===== config.mk =====
export PLATFORM = sky130hd
export DESIGN_NAME = mem_access_unit
export DESIGN_NICKNAME = d
export VERILOG_FILES = /design/src/rtl/mem_access_unit_pkg.sv /design/src/rtl/mem_access_unit_byte_lane.sv /design/src/rtl/mem_access_unit.sv
export SDC_FILE = /design/constraint.sdc
export NUM_CORES = 1
export LEC_CHECK = 0
export BUFFER_PORTS_ARGS = -buffer_cell sky130_fd_sc_hd__buf_2
export CORE_ASPECT_RATIO = 2
export CORE_UTILIZATION = 45
export CTS_BUF_LIST = sky130_fd_sc_hd__clkbuf_4
export DETAILED_ROUTE_END_ITERATION = 6
export HOLD_SLACK_MARGIN = 0.05
export PLACE_DENSITY = 0.8
export RECOVER_POWER = 25
export SETUP_SLACK_MARGIN = 0.05
export SLEW_MARGIN = 20
export SYNTH_ARGS = -nofsm -noshare
export SYNTH_HDL_FRONTEND = slang
export SYNTH_SLANG_ARGS = --single-unit

===== constraint.sdc =====
create_clock -name clk -period 2.8 [get_ports clk]
set_clock_uncertainty 0.05 [all_clocks]
set_input_delay 0.14 -clock clk [delete_from_list [all_inputs] [get_ports clk]]
set_output_delay 0.14 -clock clk [all_outputs]
set_load 0.03 [all_outputs]

===== src/rtl/mem_access_unit_pkg.sv =====
// Shared encodings for the memory access unit: access sizes, FSM states and the
// alignment/legality check applied at request accept.
package mem_access_unit_pkg;

  typedef enum logic [1:0] {
    SIZE_BYTE = 2'b00,
    SIZE_HALF = 2'b01,
    SIZE_WORD = 2'b10,
    SIZE_ILL  = 2'b11
  } size_e;

  typedef enum logic [2:0] {
    ST_IDLE,
    ST_LOAD,
    ST_MERGE,
    ST_WRITE,
    ST_RESP
  } state_e;

  // True for misaligned half/word accesses and the reserved size code.
  function automatic logic req_bad(input size_e size, input logic [1:0] lane);
    logic bad;
    case (size)
      SIZE_BYTE: bad = 1'b0;
      SIZE_HALF: bad = lane[0];
      SIZE_WORD: bad = (lane != 2'b00);
      default:   bad = 1'b1;
    endcase
    return bad;
  endfunction

endpackage


===== src/rtl/mem_access_unit_byte_lane.sv =====
// Combinational little-endian lane logic: load extraction with sign/zero
// extension, and sub-word merge of store data into the current RAM word.
module byte_lane_unit
  import mem_access_unit_pkg::*;
(
  input  logic [31:0] word,
  input  logic [15:0] new_data,
  input  logic [1:0]  lane,
  input  size_e       size,
  input  logic        sign,
  output logic [31:0] ext,
  output logic [31:0] merged
);

  logic [31:0] shifted;

  always_comb begin
    shifted = word >> {lane, 3'b000};
    ext     = word;
    merged  = word;
    case (size)
      SIZE_BYTE: begin
        ext = {{24{sign & shifted[7]}}, shifted[7:0]};
        merged[{lane, 3'b000} +: 8] = new_data[7:0];
      end
      SIZE_HALF: begin
        ext = {{16{sign & shifted[15]}}, shifted[15:0]};
        merged[{lane[1], 4'b0000} +: 16] = new_data;
      end
      default: begin
        ext    = word;
        merged = word;
      end
    endcase
  end

endmodule


===== src/rtl/mem_access_unit.sv =====
// Initiator side of a read-first synchronous RAM port: byte/half/word loads and
// stores over valid/ready, with read-modify-write merging for sub-word stores.
module mem_access_unit
  import mem_access_unit_pkg::*;
#(
  parameter int data_width = 32,
  parameter int addr_width = 4
) (
  input  logic                  clk,
  input  logic                  resetn,
  input  logic                  req_valid,
  output logic                  req_ready,
  input  logic                  req_write,
  input  logic [1:0]            req_size,
  input  logic                  req_signed,
  input  logic [31:0]           req_addr,
  input  logic [data_width-1:0] req_wdata,
  output logic                  resp_valid,
  output logic                  resp_err,
  output logic [data_width-1:0] resp_rdata,
  output logic [addr_width-1:0] mem_read_address,
  output logic [addr_width-1:0] mem_write_address,
  output logic                  mem_write,
  output logic [data_width-1:0] mem_din,
  input  logic [data_width-1:0] mem_dout
);

  state_e                state_q, state_d;
  size_e                 size_q;
  logic                  signed_q;
  logic [1:0]            lane_q;
  logic [15:0]           wdata_q;
  logic                  err_q;
  logic                  accept;
  logic                  bad;
  logic [addr_width-1:0] req_idx;
  logic [31:0]           lane_ext;
  logic [31:0]           lane_merged;

  // Upper address bits alias onto the RAM; they intentionally play no role.
  logic unused_addr_bits;
  assign unused_addr_bits = ^{req_addr[31:addr_width+2], req_wdata[data_width-1:16]};

  assign req_idx = req_addr[addr_width+1:2];
  assign accept  = (state_q == ST_IDLE) && req_valid;
  assign bad     = req_bad(size_e'(req_size), req_addr[1:0]);

  byte_lane_unit u_lane (
    .word     (mem_dout),
    .new_data (wdata_q),
    .lane     (lane_q),
    .size     (size_q),
    .sign     (signed_q),
    .ext      (lane_ext),
    .merged   (lane_merged)
  );

  always_ff @(posedge clk) begin
    if (!resetn) begin
      state_q           <= ST_IDLE;
      size_q            <= SIZE_BYTE;
      signed_q          <= 1'b0;
      lane_q            <= '0;
      wdata_q           <= '0;
      err_q             <= 1'b0;
      resp_rdata        <= '0;
      mem_din           <= '0;
      mem_write_address <= '0;
    end else begin
      state_q <= state_d;
      if (accept) begin
        size_q            <= size_e'(req_size);
        signed_q          <= req_signed;
        lane_q            <= req_addr[1:0];
        wdata_q           <= req_wdata[15:0];
        err_q             <= bad;
        mem_write_address <= req_idx;
      end
      // resp_rdata only changes on entry to RESP so it holds between responses.
      if (state_q == ST_LOAD) begin
        resp_rdata <= lane_ext;
      end else if (state_d == ST_RESP) begin
        resp_rdata <= '0;
      end
      if (accept && (state_d == ST_WRITE)) begin
        mem_din <= req_wdata;
      end else if (state_q == ST_MERGE) begin
        mem_din <= lane_merged;
      end
    end
  end

  always_comb begin
    state_d = state_q;
    case (state_q)
      ST_IDLE: begin
        if (req_valid) begin
          if (bad)                               state_d = ST_RESP;
          else if (!req_write)                   state_d = ST_LOAD;
          else if (size_e'(req_size) == SIZE_WORD) state_d = ST_WRITE;
          else                                   state_d = ST_MERGE;
        end
      end
      ST_LOAD:  state_d = ST_RESP;
      ST_MERGE: state_d = ST_WRITE;
      ST_WRITE: state_d = ST_RESP;
      ST_RESP:  state_d = ST_IDLE;
      default:  state_d = ST_IDLE;
    endcase
  end

  always_comb begin
    req_ready  = (state_q == ST_IDLE);
    resp_valid = (state_q == ST_RESP);
    resp_err   = (state_q == ST_RESP) && err_q;
    // Gated by resetn so a reset landing on WRITE never reaches the RAM.
    mem_write  = (state_q == ST_WRITE) && resetn;
    if (!resetn)
      mem_read_address = '0;
    else if (state_q == ST_IDLE)
      mem_read_address = req_idx;
    else
      mem_read_address = mem_write_address;
  end

endmodule


Word-level counts from Yosys, hierarchy flattened
Index checks and enable logic that the tools add are counted.

operators by class
  add/sub/neg operators = 2
  $mul = 0
  div/mod/pow operators = 0
  magnitude comparators = 0
  eq/ne operators = 9
  shifts and indexed selects = 5
  muxes and demuxes = 16
  bitwise logic cells = 2
  reductions and logical operators = 11

operators with widths
  kind                                                                     number
  32-bit 2-to-1 mux                                                        4
  32-bit case mux with 2 select lines                                      2
  32-bit bitwise mux                                                       2
  16-bit by 7-bit variable shift with 32-bit output, first input constant  1
  8-bit by 7-bit variable shift with 32-bit output, first input constant   1
  16-bit by 7-bit variable part select with 32-bit output                  1
  8-bit by 7-bit variable part select with 32-bit output                   1
  32-bit by 5-bit right shift with 16-bit output                           1
  5-bit negator with 7-bit output                                          2
  3-bit by 2-bit == test with 1-bit output, second input constant          3
  3-bit case mux with 3 select lines                                       1
  4-bit 2-to-1 mux                                                         2
  3-bit == test, second input constant                                     2
  3-bit 2-to-1 mux                                                         2
  2-bit nonzero test                                                       3
  2-bit by 1-bit == test with 1-bit output, second input constant          2
  1-bit logical AND                                                        4
  2-bit zero test                                                          2
  3-bit by 1-bit == test with 1-bit output, second input constant          1
  3-bit zero test                                                          1
  1-bit case mux with 3 select lines                                       1
  1-bit AND                                                                2
  2-bit == test, second input constant                                     1
  2-bit 2-to-1 mux                                                         1
  2 further kinds                                                          2

storage, ports and cells
  bits in registers = 93
  latch bits = 0
  memory bits (writable) = 0
  memory bits (read-only) = 0
  bits of input ports = 103
  output and inout bits = 76
  memories kept = 0

Logic depth before layout (Yosys ltp)
Gate-level depths: netlist of the first run.

  depth in word-level cells = 9
  gate-level depth with buffers = 9
  gate-level depth less buffers = 6

Hierarchy
A second synthesis of the first run with hierarchy kept.

second synthesis, totals
  cells, all modules = 808
  area, all modules = 5921.9 um2

by module, submodules not included
  module           instances  cells an instance  area each (um2)  seq. area each (um2)
  mem_access_unit  1          488                3927.5           1861.8
  byte_lane_unit   1          320                1994.4           0.0

Worst setup path before layout of the first run
Ideal clock, no wire load.

  path type = reg2reg
  start point = register lane_q[0]
  end point = register mem_din[29]
  library setup time = 59 ps
  arrival = 2518 ps
  data required time = 2691 ps
  slack = 173 ps
  stages on the path, launching flop included = 10
  cell sequence = dfxtp_1 > buf_2 > buf_1 > inv_1 > ha_1 > nor4b_1 > clkbuf_1 > nand4b_1 > a31oi_1 > a22o_1

between the ends
  word-level cells in the longest chain between the ends = 6
  elaborated cells between the ends (all ways) = 7

RTL lines
  item                                                                                                                        line                             RTL
  from (decl)                                                                                                                 mem_access_unit.sv:31            logic [1:0] lane_q;
  from (signal assigned)                                                                                                      mem_access_unit.sv:74            lane_q <= req_addr[1:0];
  5-bit negator with 7-bit output (*)                                                                                         mem_access_unit_byte_lane.sv:24  merged[{lane, 3'b000} +: 8] = new_data[7:0];
  8-bit by 7-bit variable part select with 32-bit output or 8-bit by 7-bit variable shift with 32-bit output (tied branches)  mem_access_unit_byte_lane.sv:24
  32-bit bitwise mux (*)                                                                                                      mem_access_unit_byte_lane.sv:24
  32-bit case mux with 2 select lines (*)                                                                                     mem_access_unit_byte_lane.sv:21  case (size)
  32-bit 2-to-1 mux (*)                                                                                                       mem_access_unit.sv:87            end else if (state_q == ST_MERGE) begin
  32-bit 2-to-1 mux (*)                                                                                                       mem_access_unit.sv:85            if (accept && (state_d == ST_WRITE)) begin
  to (signal assigned)                                                                                                        mem_access_unit.sv:86            mem_din <= req_wdata;
  to (signal assigned)                                                                                                        mem_access_unit.sv:88            mem_din <= lane_merged;
  to (decl)                                                                                                                   mem_access_unit.sv:24            output logic [data_width-1:0] mem_din,

Mark *: on every way between the ends. The rest lies on a longest branch, timed or not. The select of a mux whose other input is x is not followed.
A chain may end at the register's enable or synchronous reset.

Worst setup path in the final report of the first run
  start point = register state_q[1]
  end point = register mem_din[2]

between the ends
  word-level cells in the longest chain between the ends = 6
  elaborated cells between the ends (all ways) = 12

RTL lines
  item                                                                                                  line                   RTL
  from (decl)                                                                                           mem_access_unit.sv:28  state_e state_q, state_d;
  from (signal assigned)                                                                                mem_access_unit.sv:70  state_q <= state_d;
  3-bit by 1-bit == test with 1-bit output or 3-bit by 2-bit == test with 1-bit output (tied branches)  mem_access_unit.sv:95  case (state_q)
  2-bit OR reduction (no line)                                                                          n/a
  3-bit case mux with 3 select lines                                                                    mem_access_unit.sv:95
  3-bit by 2-bit == test with 1-bit output                                                              mem_access_unit.sv:85
  1-bit logical AND                                                                                     mem_access_unit.sv:85
  32-bit 2-to-1 mux or 2-bit nonzero test (tied branches)                                               n/a

Several ways; a longest one is shown, not always the timed one.

==> impl_results.md, run 1 <==
- Routing usage on met2: 0.5560
- Simple-gate share of the synthesized area: 0.2065
- Worst min path class: input pin to register
- Reg2reg end: mem_din[2]
- DIE AREA: 12740 um^2
- DRC: 0
- Pint: 1.981 mW
- Startpoint type of the worst setup path: register
- GR peak layer: met2
- First-pass GRT wire length: 30130 um
- Ys async rst share: 0
- Vias in the first global route: 5618
- Setup TNS: 0 ns
- CP startpoint: state_q[1]
- Syn nets: 732
- Area of the multi-input gates: 3339 um^2
- Element type at the critical path end: register
- Setup bufs post-CTS: 0
- Slew margin rel.: 0.4814
- Logic pwr share: 0.309
- Chip height: 158.6 um
- Number of synthesized flops with an enable pin: 0
- Reg clk slew, reported paths: 0.14 ns
- # resized after CTS: 0
- Fin. Hold Viols: 0
- Crit path kind: register to register
- Post-Syn Area: 5519 um^2
- 1st-pass router iterations: 6
- Crit path required time: 3.16 ns
- Status: complete, no violations
- Gpl congestion: 0.9180
- Count of input and output buffers: 152
- Reg2reg setup slack: 0.37 ns
- Synth Area in Adders: 0.01134
- Antenna-violating nets left: 0
- Final instance area: 6977 um^2
- CTS tree: done
- Register area share after synthesis: 0.3373
- Rows: 56
- Power per standard cell area: 446.3 nW/um^2
- 1st-iter DRT viols: 628
- Unrepaired setup endpoints after global routing: no
- Hpwl dp: 14170 um
- Hold_buf cts: 57
- Commonest cells after routing, fill and taps aside: buf_2, dfxtp_1, nand2_1, dlygate4sd3_1, a31oi_1
- Number of cells on the critical path: 5
- Crit-path cells: or4b_4 > a211oi_4 > and3_1 > buf_4 > a22o_1
- Reg power frac: 0.473
- Max incr delay on CP: 0.77 ns
- Pleak: 2.729 nW
- Wire per inst: 21.02 um
- Reg2reg path depth: 5
- Routed wire length: 19950 um
- Fill cells: 1082
- Most common cell after layout, fill and taps aside: buf_2
- Initial antenna violation count: 1
- Slowest cell on the critical path: or4b_4
- Core Area: 11840 um^2
- Ys flop type: dfxtp_1
- Critical Path AT: 2.78 ns
- Worst Setup EP: mem_din[2]
- Unique masters post-synth: 54
- Largest net degree at the start of global routing: 39
- Dpl cell area: 6337 um^2
- Mean Syn Cell Area: 8.845 um^2
- Clock latency on the worst-skew pair: 0.46 ns
- Reg area: 1863 um^2
- Placed insts: 875
- Crit-path max FO: 27
- Finished Layout Cells: 949
- Synth warn: 0
- Main combinational cell family by area after synthesis: compound AO/OA/AOI/OAI gates
- Net Sw Power: 1.133 mW
- Met1 GRT Util: 0.3378
- VDD IR max: 0.2891 mV
- Worst Path Buf+Inv: 1
- Nets: 906
- # setup viols final: 0
- Root buffer cell: clkbuf_4
- Max-cap viol count: 0
- GRT overflow: 0
- Synth Area in XOR/XNOR: 0
- DR vias/cell: 6.327
- H-tree depth: 3
- I/O pin count: 179
- Clock power share: 0.218
- All-Layer GR Usage: 0.3148
- Worst-margin pin slew: 0.7759 ns
- Clk buf depth: 2
- Multiplexer share of the synthesized area: 0.06370
- Slew Viols, Final: 0
- CTS Buf Count: 9
- Synthesized flop and latch total: 93
- Num Clock Sinks: 93
- Sw Share: 0.3639
- Via count: 6004
- CP top delay family: simple AND/OR/NAND/NOR gates
- Proportion of layout cells with a drive suffix above 1: 0.2067
- Minimum clock period: 2.425 ns
- Fmax achieved: 0.4123 GHz
- Die Width: 80.31 um
- Synth Area in Compound Gates: 0.3210
- Worst flop-to-flop path startpoint: state_q[1]
- Layout area overhead: 26.41%
- Mapped Cells: 624
- Met3 Use GR: 0.03954
- Initial Util: 0.4661
- Period utilisation layout: 0.8661
state kept, by name (all words and copies together) (netlist names):
| signal | count |
|---|---|
| state_q | 3 |
| size_q | 2 |
| err_q | 1 |
| resp_rdata | 32 |
| wdata_q | 16 |
| mem_write_address | 4 |
| mem_din | 32 |
| lane_q | 2 |
| signed_q | 1 |
power by group through the flow:
stage	clock network, mW	registers (mW)	logic, mW
final	0.680	1.47	0.961
after global routing	0.746	1.48	1.03
after CTS	0.696	1.47	0.953
after detailed placement	0	1.50	0.889
after global placement	0	1.49	0.871
after floorplan	0	1.55	0.530
final cells by class:
class | instances | share of cell area
multi-input combinational | 458 | 0.4787
clock inverter | 5 | 0.005201
tap | 145 | 0.02600
clock buffer | 11 | 0.01184
timing repair buffer | 230 | 0.2077
sequential | 93 | 0.2670
antenna | 1 | 0.0003587
inverter | 6 | 0.003228
metal layers:
| metal | wire, um | share of wire | vias to the layer above |
|---|---|---|---|
| li1 | - | - | 2749 |
| met1 | 7152 | 0.36 | 2863 |
| met2 | 10260 | 0.51 | 313 |
| met3 | 1025 | 0.051 | 79 |
| met4 | 1506 | 0.076 | 0 |
| met5 | 0 | 0 | - |
cell usage after synthesis (all sizes together), types with 8 or more instances:
library cell,count,share of area
a21boi,43,0.059
a31oi,47,0.053
mux2i,16,0.029
o21ai,10,0.0091
a21oi,17,0.015
nand2b,11,0.012
nand2,63,0.043
a22o,25,0.040
nor2b,24,0.027
nor2,21,0.014
o221ai,9,0.014
a22oi,44,0.060
clkbuf,42,0.029
o2bb2ai,8,0.013
dfxtp,93,0.34
mux4,8,0.033
nor4b,19,0.033
nand4b,8,0.013
a32o,10,0.018
nor4bb,10,0.018
buf,25,0.027
per-stage QoR:
step | util | worst slack, ns | hold WS (ns) | total power [mW]
5_1_grt | 0.5892 | 0.2652 | 0.05231 | 3.255
4_1_cts | 0.5934 | 0.3975 | 0.05040 | 3.117
3_5_place_dp | 0.5352 | 0.4365 | 0.3046 | 2.387
3_3_place_gp | 0.5346 | 0.4393 | 0.3031 | 2.365
6_report | 0.5892 | 0.3748 | 0.06599 | 3.113
2_1_floorplan | - | 0.1735 | 0.2158 | 2.080
how the worst min path moves through the flow:
stage                   from             end  slack [ns]  cells past startpoint
2_1_floorplan  req_wdata[10]     mem_din[10]        0.22                      1
4_1_cts         mem_dout[18]  resp_rdata[18]        0.05                      3
5_1_grt         mem_dout[18]  resp_rdata[18]        0.05                      3
3_3_place_gp   req_wdata[22]     mem_din[22]        0.30                      2
6_report        mem_dout[18]  resp_rdata[18]        0.07                      3
3_5_place_dp   req_wdata[23]     mem_din[23]        0.30                      2
kinds of logic (layout without fill, tap and decap cells):
kind of cell | count (synthesis) | after routing
buf+inv | 73 | 252
other cells | 0 | 1
simple gates | 191 | 191
compound gates | 237 | 237
mux | 25 | 25
flops | 93 | 93
fa+ha+maj | 5 | 5
worst min-delay path: stages:
cell      delay (ns)
buf_2           0.15
a22oi_1         0.17
a21boi_0        0.09
Power figures use the tool's default switching activity.
==> run 2: changes to the inputs <==
--- a/config.mk
+++ b/config.mk
@@ -11,7 +11,7 @@
 export CTS_BUF_LIST = sky130_fd_sc_hd__clkbuf_4
 export DETAILED_ROUTE_END_ITERATION = 6
 export HOLD_SLACK_MARGIN = 0.05
-export PLACE_DENSITY = 0.8
+export PLACE_DENSITY_LB_ADDON = 0.15
 export RECOVER_POWER = 25
 export SETUP_SLACK_MARGIN = 0.05
 export SLEW_MARGIN = 20
==> run 2 against run 1 <==
  * Routed wire length grew 1.6%
  * Total power grew 3.6%
  * Via count up 1.1%
  * Clock-buffer cell count is the same
  * Hold slack gained 0.0028 ns
  * Core utilization increased by 0.86 points
  * Non-clock buffer count up 11
  * Largest power group unchanged
==> impl_results.md, run 2 (synthesized netlist as in run 1, its figures left out) <==
- Nets: 917
- CTS Buf Count: 9
- H-tree depth: 3
- Worst min path class: input pin to register
- Antenna-violating nets left: 0
- Proportion of layout cells with a drive suffix above 1: 0.2113
- Hold Slack: 0.06879 ns
- Max-cap viol count: 0
- Largest regs: mem_din (32), resp_rdata (32), wdata_q (16)
- Slowest cell on the critical path: dfxtp_1
- VDD IR max: 0.3393 mV
- Reg2reg path depth: 7
- Crit path required time: 3.17 ns
- Reg clk slew, reported paths: 0.15 ns
- DR vias/cell: 6.324
- Worst-margin pin slew: 0.7532 ns
- Hpwl dp: 14370 um
- Root buffer cell: clkbuf_4
- Initial Util: 0.4661
- Initial antenna violation count: 1
- Clk buf depth: 2
- 1st-iter DRT viols: 446
- Routed wire length: 20270 um
- Setup WS pre-CTS: 0.5350 ns
- Slew margin rel.: 0.4978
- Setup ws final: 0.4619 ns
- DRC: 0
- Commonest cells after routing, fill and taps aside: buf_2, dfxtp_1, nand2_1, dlygate4sd3_1, a31oi_1
- Fin. Hold Viols: 0
- Startpoint type of the worst setup path: register
- Rows: 56
- Vias in the first global route: 5824
- Chip height: 158.6 um
- Worst Path Buf+Inv: 2
- CP top delay family: flip-flops
- Crit-path max FO: 15
- Status: complete, no violations
- Period utilisation layout: 0.8350
- Via count: 6071
- Slew Viols, Final: 0
- Number of cells on the critical path: 7
- GRT overflow: 0
- Crit-path cells: inv_1 > ha_1 > nor4b_2 > buf_4 > nand4b_1 > a31oi_1 > a221o_1
- Num Clock Sinks: 93
- Final Core Density: 0.5977
- Pleak: 2.784 nW
- Largest net degree at the start of global routing: 41
- I/O pin count: 179
- Gpl congestion: 0.9004
- Setup bufs post-CTS: 0
- DIE AREA: 12740 um^2
- Core Area: 11840 um^2
- Clock latency on the worst-skew pair: 0.47 ns
- Worst Hold Depth: 3
- Element type at the critical path end: register
- Layout area overhead: 28.25%
- Minimum clock period: 2.338 ns
- Power per standard cell area: 455.8 nW/um^2
- Max incr delay on CP: 0.55 ns
- # setup viols final: 0
- First-pass GRT wire length: 30810 um
- 1st-pass router iterations: 5
- Unrepaired setup endpoints after global routing: no
- CTS tree: done
- Most common cell after layout, fill and taps aside: buf_2
- Die Width: 80.31 um
- Fmax achieved: 0.4277 GHz
- Crit path kind: register to register
- Critical Path AT: 2.70 ns
- All-Layer GR Usage: 0.3240
- Count of input and output buffers: 152
- Wire per inst: 21.12 um
- Setup TNS: 0 ns
-- run 2: cell count changes in the layout (fill, tap and decap cells not counted), sizes merged --
cell and delta:
bufinv +1, buf +5, clkinvlp -1, dlygate4sd3 +6
-- run 2: worst paths after layout --
kind | startpoint | to | slack, ns
max | lane_q[0] | mem_din[24] | 0.46
min | mem_dout[19] | resp_rdata[19] | 0.07
max reg2reg | lane_q[0] | mem_din[24] | 0.46
min reg2reg | resp_rdata[2] | resp_rdata[2] | 0.43
-- run 2: power breakdown --
group / total, mW / switching, mW / internal [mW] / leakage (nW)
clock network: 0.781 / 0.485 / 0.296 / 0.0775
registers: 1.49 / 0.0907 / 1.39 / 0.757
logic: 0.960 / 0.571 / 0.388 / 1.95
-- run 2: layout make-up --
cell class                 instances  area, um^2
multi-input combinational        458        3332
sequential                        93        1863
timing repair buffer             241        1534
antenna                            1       2.502
inverter                           6       22.52
clock buffer                      11       82.58
fill                            1115        4763
clock inverter                     5       60.06
tap                              145       181.4
-- run 2: what timing repair did --
action,4_1_cts,5_1_grt
hold buffers,63,0
hold endpoints to repair,78,0
resized for setup,0,0
-- run 2: layer usage --
metal / GRT usage / vias up / routed length (um)
met2: 0.5718 / 307 / 10620
li1: - / 2772 / -
met1: 0.3435 / 2911 / 7169
met3: 0.04814 / 81 / 1176
met5: 0 / - / 0
met4: 0.2321 / 0 / 1303
-- run 2: per-stage QoR --
step / cell area [um^2] / power, mW / cells
final: 7078 / 3.226 / 960
after global routing: 7078 / 3.367 / 960
after CTS: 7128 / 3.237 / 959
after detailed placement: 6355 / 2.393 / 880
after global placement: 6355 / 2.377 / 880
after floorplan: 5519 / 2.080 / 624
-- run 2: worst reg2reg max path, stage by stage (launching register included) --
cell and delay [ns]:
dfxtp_1 0.55, inv_1 0.25, ha_1 0.38, nor4b_2 0.25
buf_4 0.24, nand4b_1 0.11, a31oi_1 0.31, a221o_1 0.15
==> run 3: changes to the inputs <==
==> constraint.sdc (replaced) <==
create_clock -name clk -period 1.95 [get_ports clk]
set_clock_uncertainty 0.05 [all_clocks]
set_input_delay 0.0975 -clock clk [delete_from_list [all_inputs] [get_ports clk]]
set_output_delay 0.0975 -clock clk [all_outputs]
set_load 0.03 [all_outputs]
==> run 3 against run 2 <==
  * The flow now finishes with violations (DRC)
  * Highest routed layer unchanged
  * First-iteration DRC count increased by 29%
  * Clock-buffer cell count decreased by 1
  * Sequential share of layout area decreased by 1.9 points
  * Sequential power increased by 42%
  * Total power increased by 49%
  * Critical path depth decreased by 2
  * Maximum frequency increased by 21%
  * Flip-flop and latch count unchanged
  * Critical path type unchanged
==> impl_results.md, run 3 (synthesized netlist as in run 1, its figures left out) <==
- 1st-pass router iterations: 7
- Unrepaired setup endpoints after global routing: yes
- Critical Path AT: 2.28 ns
- Fill cells: 1003
- Layout area overhead: 38.97%
- Initial Util: 0.4661
- Gpl congestion: 0.9113
- Via count: 6275
- Proportion of layout cells with a drive suffix above 1: 0.2661
- Vias in the first global route: 5915
- Chip height: 158.6 um
- Finished Layout Cells: 999
- GRT overflow: 0
- Total power: 4.805 mW
- Antenna-violating nets left: 0
- Fmax achieved: 0.5190 GHz
- Clock latency on the worst-skew pair: 0.45 ns
- Startpoint type of the worst setup path: register
- Element type at the critical path end: register
- Reg clk slew, reported paths: 0.15 ns
- All-Layer GR Usage: 0.3399
- Rows: 56
- Worst flop-to-flop path startpoint: state_q[1]
- 1st-iter DRT viols: 576
- Worst-margin pin slew: 0.6355 ns
- Hpwl dp: 14920 um
- Commonest cells after routing, fill and taps aside: buf_2, dfxtp_1, dlygate4sd3_1, nand2_1, buf_4
- Die Width: 80.31 um
- Fin. Hold Viols: 0
- Root buffer cell: clkbuf_4
- I/O pin count: 179
- Crit path kind: register to register
- Placed insts: 911
- Crit-path max FO: 12
- Failing checks: DRC
- Max-cap viol count: 0
- Reg2reg setup slack: 0.02 ns
- Slew Viols, Final: 0
- H-tree depth: 3
- DIE AREA: 12740 um^2
- Reg2reg path depth: 5
- Largest regs: mem_din (32), resp_rdata (32), wdata_q (16)
- Period utilisation layout: 0.9880
- First-pass GRT wire length: 32520 um
- Area of the multi-input gates: 3451 um^2
- Status: finished with violations
- Count of input and output buffers: 152
- Initial antenna violation count: 1
- Worst min path class: input pin to register
- Core Area: 11840 um^2
- Pleak: 3.038 nW
- Slew margin rel.: 0.5759
- Reg area: 1874 um^2
- Reg2reg end: mem_din[28]
- DR vias/cell: 6.281
- DRC: 1
- Worst Hold Endpoint: resp_rdata[25]
- # setup viols final: 0
- Critical hold path startpoint: resetn
- Power per standard cell area: 626.4 nW/um^2
- Minimum clock period: 1.927 ns
- Routed wire length: 21610 um
- VDD IR max: 0.3465 mV
- Most common cell after layout, fill and taps aside: buf_2
- Clk buf depth: 2
- Largest net degree at the start of global routing: 37
- Worst Hold Depth: 3
- CTS tree: done
- Num Clock Sinks: 93
- Crit path required time: 2.30 ns
- Wire per inst: 21.63 um
- CTS Buf Count: 9
- Nets: 956
[run 3: cell types whose count changed in the layout (fill, tap and decap cells not counted), moves of 4 or more]
cell / previous run / this run
dlygate4sd3_1: 63 / 67
buf_6: 0 / 7
buf_12: 0 / 8
buf_4: 26 / 48
dfxtp_1: 92 / 87
[run 3: area by class of cell]
type / count / share of cell area
multi-input combinational: 458 / 0.4499
timing repair buffer: 280 / 0.2604
sequential: 93 / 0.2444
tap: 145 / 0.02365
clock buffer: 10 / 0.009788
clock inverter: 6 / 0.008157
inverter: 6 / 0.003426
antenna: 1 / 0.0003263
[run 3: worst max-delay path by stage]
stage / startpoint / slack [ns] / end / cells after the start
after global placement: lane_q[1] / 0.03 / mem_din[11] / 5
final: state_q[1] / 0.02 / mem_din[28] / 5
after detailed placement: lane_q[1] / -0.02 / mem_din[7] / 5
after global routing: state_q[0] / -0.03 / mem_read_address[3] / 5
after floorplan: lane_q[0] / -0.1 / mem_din[29] / 9
after CTS: lane_q[0] / 0.05 / mem_din[27] / 7
[run 3: report_power, final]
group / switching [mW] / total [mW] / internal (mW)
Clock: 0.705 / 1.11 / 0.404
Combinational: 0.899 / 1.58 / 0.683
Sequential: 0.110 / 2.11 / 2.00
[run 3: per-layer routing]
metal	routed length [um]	share of wire	track usage
met5	0	0	0
met4	1222	0.057	0.2075
met3	1351	0.063	0.04928
met2	11070	0.51	0.6048
met1	7963	0.37	0.3722
[run 3: repair_timing]
| action | in CTS | in global routing |
|---|---|---|
| gates resized for setup | 9 | 22 |
| gates cloned | 0 | 1 |
| pin swaps | 3 | 5 |
| hold endpoints to repair | 84 | 0 |
| hold buffers | 67 | 0 |
| setup buffers | 0 | 3 |
| setup endpoints to repair | 36 | 41 |
[run 3: per-stage QoR]
step | TNS, ns | setup slack, ns | instance area [um^2] | hold slack, ns | util
floorplan | -2.143 | -0.09730 | 5663 | 0.1733 | -
global placement | 0 | 0.03364 | 6753 | 0.2608 | 0.5703
detailed placement | -0.03788 | -0.01977 | 6753 | 0.2606 | 0.5703
CTS | 0 | 0.05124 | 7592 | 0.05453 | 0.6412
global route | -0.04989 | -0.03289 | 7670 | 0.06250 | 0.6477
finish | 0 | 0.02335 | 7670 | 0.08816 | 0.6477
[run 3: worst max-delay path, cell delays in order, from the launching register on]
cell and delay [ns]:
dfxtp_2 0.37, or4b_4 0.56, a211oi_4 0.26, and3_4 0.31, buf_12 0.15, a221o_1 0.16
